--- config.mk ---
export PLATFORM = sky130hd
export DESIGN_NAME = ddr_write_arbiter
export DESIGN_NICKNAME = d
export VERILOG_FILES = /design/src/rtl/ddr_write_arbiter.sv
export SDC_FILE = /design/constraint.sdc
export NUM_CORES = 1
export LEC_CHECK = 0
export BUFFER_PORTS_ARGS = -buffer_cell sky130_fd_sc_hd__buf_2
export CORE_AREA = 2 2 152 154
export CTS_CLUSTER_DIAMETER = 60
export DETAILED_ROUTE_END_ITERATION = 16
export DIE_AREA = 0 0 154 156
export PLACE_DENSITY_LB_ADDON = 0.25
export SYNTH_ARGS = -nofsm -noshare
export SYNTH_HDL_FRONTEND = slang
export SYNTH_SLANG_ARGS = --single-unit
--- constraint.sdc ---
create_clock -name i_clk -period 5.8 [get_ports i_clk]
set_input_delay 0.87 -clock i_clk [delete_from_list [all_inputs] [get_ports i_clk]]
set_output_delay 0.87 -clock i_clk [all_outputs]
set_load 0.01 [all_outputs]
--- src/rtl/ddr_write_arbiter.sv ---
// Shares one DDR write engine between two start/addr/data/done writers; grant is held for a whole burst.
// Grant one cycle after start; beat watchdog is built only with `define DDR_ARB_TIMEOUT_EN.
module ddr_write_arbiter #(
  parameter int ADDR_W    = 40,
  parameter int DATA_W    = 64,
  parameter int FIXED_PRI = 0,
  parameter int TIMEOUT   = 4000
) (
  input  logic              i_clk,
  input  logic              i_rst,
  input  logic              i_req0_start,
  input  logic [ADDR_W-1:0] i_req0_addr,
  input  logic [DATA_W-1:0] i_req0_data,
  output logic              o_req0_done,
  input  logic              i_req1_start,
  input  logic [ADDR_W-1:0] i_req1_addr,
  input  logic [DATA_W-1:0] i_req1_data,
  output logic              o_req1_done,
  output logic              o_start,
  output logic [ADDR_W-1:0] o_ddr_addr,
  output logic [DATA_W-1:0] o_ddr_data,
  input  logic              i_done,
  output logic [1:0]        o_grant,
  output logic [31:0]       o_beat_cnt0,
  output logic [31:0]       o_beat_cnt1,
  output logic              o_timeout,
  input  logic              i_timeout_clr,
  output logic [7:0]        o_timeout_cnt
);

  typedef enum logic [1:0] {IDLE, GNT0, GNT1, GAP} state_t;

  state_t            state_q, state_d;
  logic              ptr_q, ptr_d;  // 1 = requester 1 wins the next tie
  logic [ADDR_W-1:0] addr_q;
  logic [DATA_W-1:0] data_q;
  logic [31:0]       cnt0_q, cnt1_q;
  logic              syn_done;

  always_comb begin
    state_d = state_q;
    ptr_d   = ptr_q;
    unique case (state_q)
      IDLE: begin
        if (i_req0_start && (!i_req1_start || FIXED_PRI != 0 || !ptr_q)) begin
          state_d = GNT0;
          ptr_d   = 1'b1;
        end else if (i_req1_start) begin
          state_d = GNT1;
          ptr_d   = 1'b0;
        end
      end
      GNT0:    if (!i_req0_start) state_d = GAP;
      GNT1:    if (!i_req1_start) state_d = GAP;
      default: state_d = IDLE;
    endcase
  end

  // Owner sees the writer directly; everyone else sees the last granted beat.
  always_comb begin
    o_start     = 1'b0;
    o_grant     = 2'b00;
    o_ddr_addr  = addr_q;
    o_ddr_data  = data_q;
    o_req0_done = 1'b0;
    o_req1_done = 1'b0;
    unique case (state_q)
      GNT0: begin
        o_start     = i_req0_start;
        o_grant     = 2'b01;
        o_ddr_addr  = i_req0_addr;
        o_ddr_data  = i_req0_data;
        o_req0_done = i_done | syn_done;
      end
      GNT1: begin
        o_start     = i_req1_start;
        o_grant     = 2'b10;
        o_ddr_addr  = i_req1_addr;
        o_ddr_data  = i_req1_data;
        o_req1_done = i_done | syn_done;
      end
      default: ;
    endcase
  end

  always_ff @(posedge i_clk or negedge i_rst) begin
    if (!i_rst) begin
      state_q <= IDLE;
      ptr_q   <= 1'b0;
      addr_q  <= '0;
      data_q  <= '0;
      cnt0_q  <= '0;
      cnt1_q  <= '0;
    end else begin
      state_q <= state_d;
      ptr_q   <= ptr_d;
      if (state_q == GNT0 || state_q == GNT1) begin
        addr_q <= o_ddr_addr;
        data_q <= o_ddr_data;
      end
      if (state_q == GNT0 && i_done) cnt0_q <= cnt0_q + 32'd1;
      if (state_q == GNT1 && i_done) cnt1_q <= cnt1_q + 32'd1;
    end
  end

  assign o_beat_cnt0 = cnt0_q;
  assign o_beat_cnt1 = cnt1_q;

`ifdef DDR_ARB_TIMEOUT_EN
  logic [15:0] tmr_q;
  logic [7:0]  to_cnt_q;
  logic        to_q;
  logic        tmr_run;

  assign tmr_run  = (state_q == GNT0 || state_q == GNT1) && o_start;
  // A real done in the firing cycle takes precedence over the synthetic one.
  assign syn_done = tmr_run && !i_done && (tmr_q == 16'(TIMEOUT - 1));

  always_ff @(posedge i_clk or negedge i_rst) begin
    if (!i_rst) begin
      tmr_q    <= '0;
      to_cnt_q <= '0;
      to_q     <= 1'b0;
    end else begin
      if (!tmr_run || i_done || syn_done) tmr_q <= '0;
      else                                tmr_q <= tmr_q + 16'd1;
      if (syn_done) begin
        to_q <= 1'b1;
        if (to_cnt_q != 8'hFF) to_cnt_q <= to_cnt_q + 8'd1;
      end else if (i_timeout_clr) begin
        to_q     <= 1'b0;
        to_cnt_q <= '0;
      end
    end
  end

  assign o_timeout     = to_q;
  assign o_timeout_cnt = to_cnt_q;
`else
  localparam int unused_timeout = TIMEOUT;
  logic unused_clr;
  assign unused_clr    = i_timeout_clr;
  assign syn_done      = 1'b0;
  assign o_timeout     = 1'b0;
  assign o_timeout_cnt = 8'd0;
`endif

endmodule
==> results.cfg <==
[outcome]
status = finished, final reports clean

[global_route]
grt_start_max_net_pins = 152
gr-usage-all-layers = 0.1981
antenna_found_initial = 2
overflow = 0
grt_pass1_vias = 7061
grt_pass1_wl_mm = 37.48

[placed_design]
hpwl_mm = 17.69
place_ws_ns = 2.445
io_buffers = 385
globalplace.congestion = 0.7813

[pwr]
power.density_mw_per_mm2 = 677.7
vdd_drop_max_mv = 0.6158
power.total_mw = 7.488
p_leak_nw = 5.438

[synth]
synth_area_leaders = dfrtp_1 51%, a21oi_1 13%, a22oi_1 9.5%
ys_ff_latch = 171
post_synth.cell_area_avg_um2 = 9.537
ys_types = 36
synth.most_common_cell = a21oi_1
synth_top_area_cell = dfrtp_1
ys.flop_type = dfrtp_1
yosys_warnings = 0
synth-edff-count = 0
synthDominantCellAreaShare = 0.5134
yosysSeqAreaShare = 0.5134
synth_commonest_cells = 209 x a21oi_1, 171 x dfrtp_1, 113 x nor2_1
synthCells = 874
ys_async_sr_fraction = 1.000
synth_area_mm2 = 0.008335

[final_layout]
n_antenna_cell = 0
num-nets-final = 1442
area_growth_pct = 32.54
ff_latch_area_mm2 = 0.004279
fillers = 2123
final_util = 0.4940
drive_gt1_frac = 0.3569
multiInputGateArea_mm2 = 0.003776

[sta]
tightest_slew_ns = 0.8940
final.period_utilization = 0.6552
maxSlewHeadroom = 0.4040
rsz0062_at_grt = false
fin_ws_ns = 2.000
finalHoldViolCount = 0
final.setup.tns_ns = 0
skew_ns = 0.01302
final-max-slew-violation-count = 0
setup_violations = 0
period_minus_slack_ns = 3.800
fmax_mhz = 263.2

[clock_network]
htree_levels = 4
cts_sinks = 171
hold_buffers = 0
clk_pin_slew_worst_paths_ns = 0.07
postCtsSetupBuffers = 0
clockBufferDepth = 2
cts_tree = built
numCtsBuffers = 17
clk-insertion-delay-late_ns = 0.42
clock-root-buffer = clkbuf_16
cts_resized = 0

[critical_path]
cp-end-kind = primary output
worstPathRequired_ns = 4.93
cp_max_fo = 57
worstPathArrival_ns = 2.93
start_kind = flop
worstSetupPathType = reg -> out

[route]
firstDrtPassIters = 4
avgRoutedWirePerCell_um = 15.86
drc = 0
drtIter0Drc = 401
wirelength_mm = 24.08
vias_per_cell = 5.065
antenna_left = 0
vias = 7689

[run]
drv_cap = 0

[die]
start_util = 0.3727
io_pins = 396
die_y_um = 156
die-area_mm2 = 0.02402
row_count = 55
core_area_mm2 = 0.02237
die_w_um = 154

[min_path]
min_path_type = reg -> reg
-- kinds of logic after synthesis --
group / after synthesis / synth area share
flip-flops: 171 / 0.5134
buffers and inverters: 81 / 0.04173
multiplexers: 3 / 0.003903
AO/OA/AOI/OAI: 320 / 0.2250
AND/OR/NAND/NOR: 228 / 0.1384
other: 1 / 0.0004499
XOR/XNOR: 62 / 0.06515
adder cells (fa/ha/maj): 8 / 0.01201
-- final timing paths --
path                            startpoint              end  slack (ns)  cells after the start
max                             state_q[0]   o_ddr_addr[22]        2.00                      6
min                        o_beat_cnt0[31]  o_beat_cnt0[31]        0.46                      1
max reg2reg                     state_q[1]  o_beat_cnt0[30]        2.95                      6
min reg2reg                o_beat_cnt0[31]  o_beat_cnt0[31]        0.46                      1
max in group asynchronous            i_rst       state_q[1]        3.99                      2
min in group asynchronous            i_rst  o_beat_cnt0[20]        0.50                      1
-- cell type report --
cell class              count  area share
well taps                 285     0.03228
inverters                   9    0.003058
clock buffers              19     0.04009
multi-input cells         630      0.3418
clock inverters            13     0.01416
repair buffers            391      0.1813
flip-flops and latches    171      0.3873
-- cells in the final DEF, fill, tap and decap left out, types with 2 or more instances in the layout --
master,synthesis,final
nor4_4,3,3
a31oi_1,2,2
buf_2,2,384
clkinvlp_4,0,2
nor2_1,113,113
xor2_1,25,25
nor3_1,13,13
inv_6,0,4
ha_4,0,3
buf_4,9,4
a22oi_1,105,105
nand2_1,26,26
xnor2_1,37,37
nand4_2,2,2
and2_1,3,3
mux2_2,2,2
buf_12,0,2
nand4_1,20,20
a21boi_0,2,2
bufinv_16,0,2
nand3_1,20,20
ha_1,8,5
clkbuf_16,0,17
nor4_1,6,6
clkinv_4,0,4
dfrtp_1,171,171
a21oi_1,209,209
and3_1,6,6
inv_1,9,9
conb_1,1,9
and4_1,5,5
nor4_2,6,6
-- registers in the layout, summed over array words and instances (netlist names) --
register     count
addr_q          40
state_q          2
o_beat_cnt0     32
o_beat_cnt1     32
ptr_q            1
data_q          64
-- routing by layer --
| layer | GRT usage | vias to the layer above | routed length (um) |
|---|---|---|---|
| met5 | 0 | - | 11 |
| met4 | 0.05785 | 2 | 415 |
| met3 | 0.03889 | 25 | 1156 |
| met2 | 0.3246 | 252 | 11670 |
| met1 | 0.2677 | 3561 | 10820 |
| li1 | - | 3849 | - |
-- power by group --
| group | total [mW] | internal (mW) | leakage [nW] | switching [mW] |
|---|---|---|---|---|
| Clock | 1.17 | 0.659 | 0.287 | 0.510 |
| Sequential | 1.82 | 1.66 | 2.13 | 0.156 |
| Combinational | 4.50 | 1.62 | 3.02 | 2.89 |
-- critical path, stage by stage (launching register included) --
cell	delay [ns]
dfrtp_1	0.44
inv_1	0.24
ha_4	0.64
buf_4	0.52
a22oi_1	0.22
a21oi_1	0.22
buf_2	0.19
-- through the flow --
step / hold slack, ns / cells / area, um^2
2_1_floorplan: 0.4501 / 882 / 8366
3_3_place_gp: 0.4500 / 1486 / 10450
3_5_place_dp: 0.4575 / 1486 / 10450
4_1_cts: 0.4671 / 1518 / 11050
5_1_grt: 0.4929 / 1518 / 11050
6_report: 0.4580 / 1518 / 11050
Power figures use the tool's default switching activity.
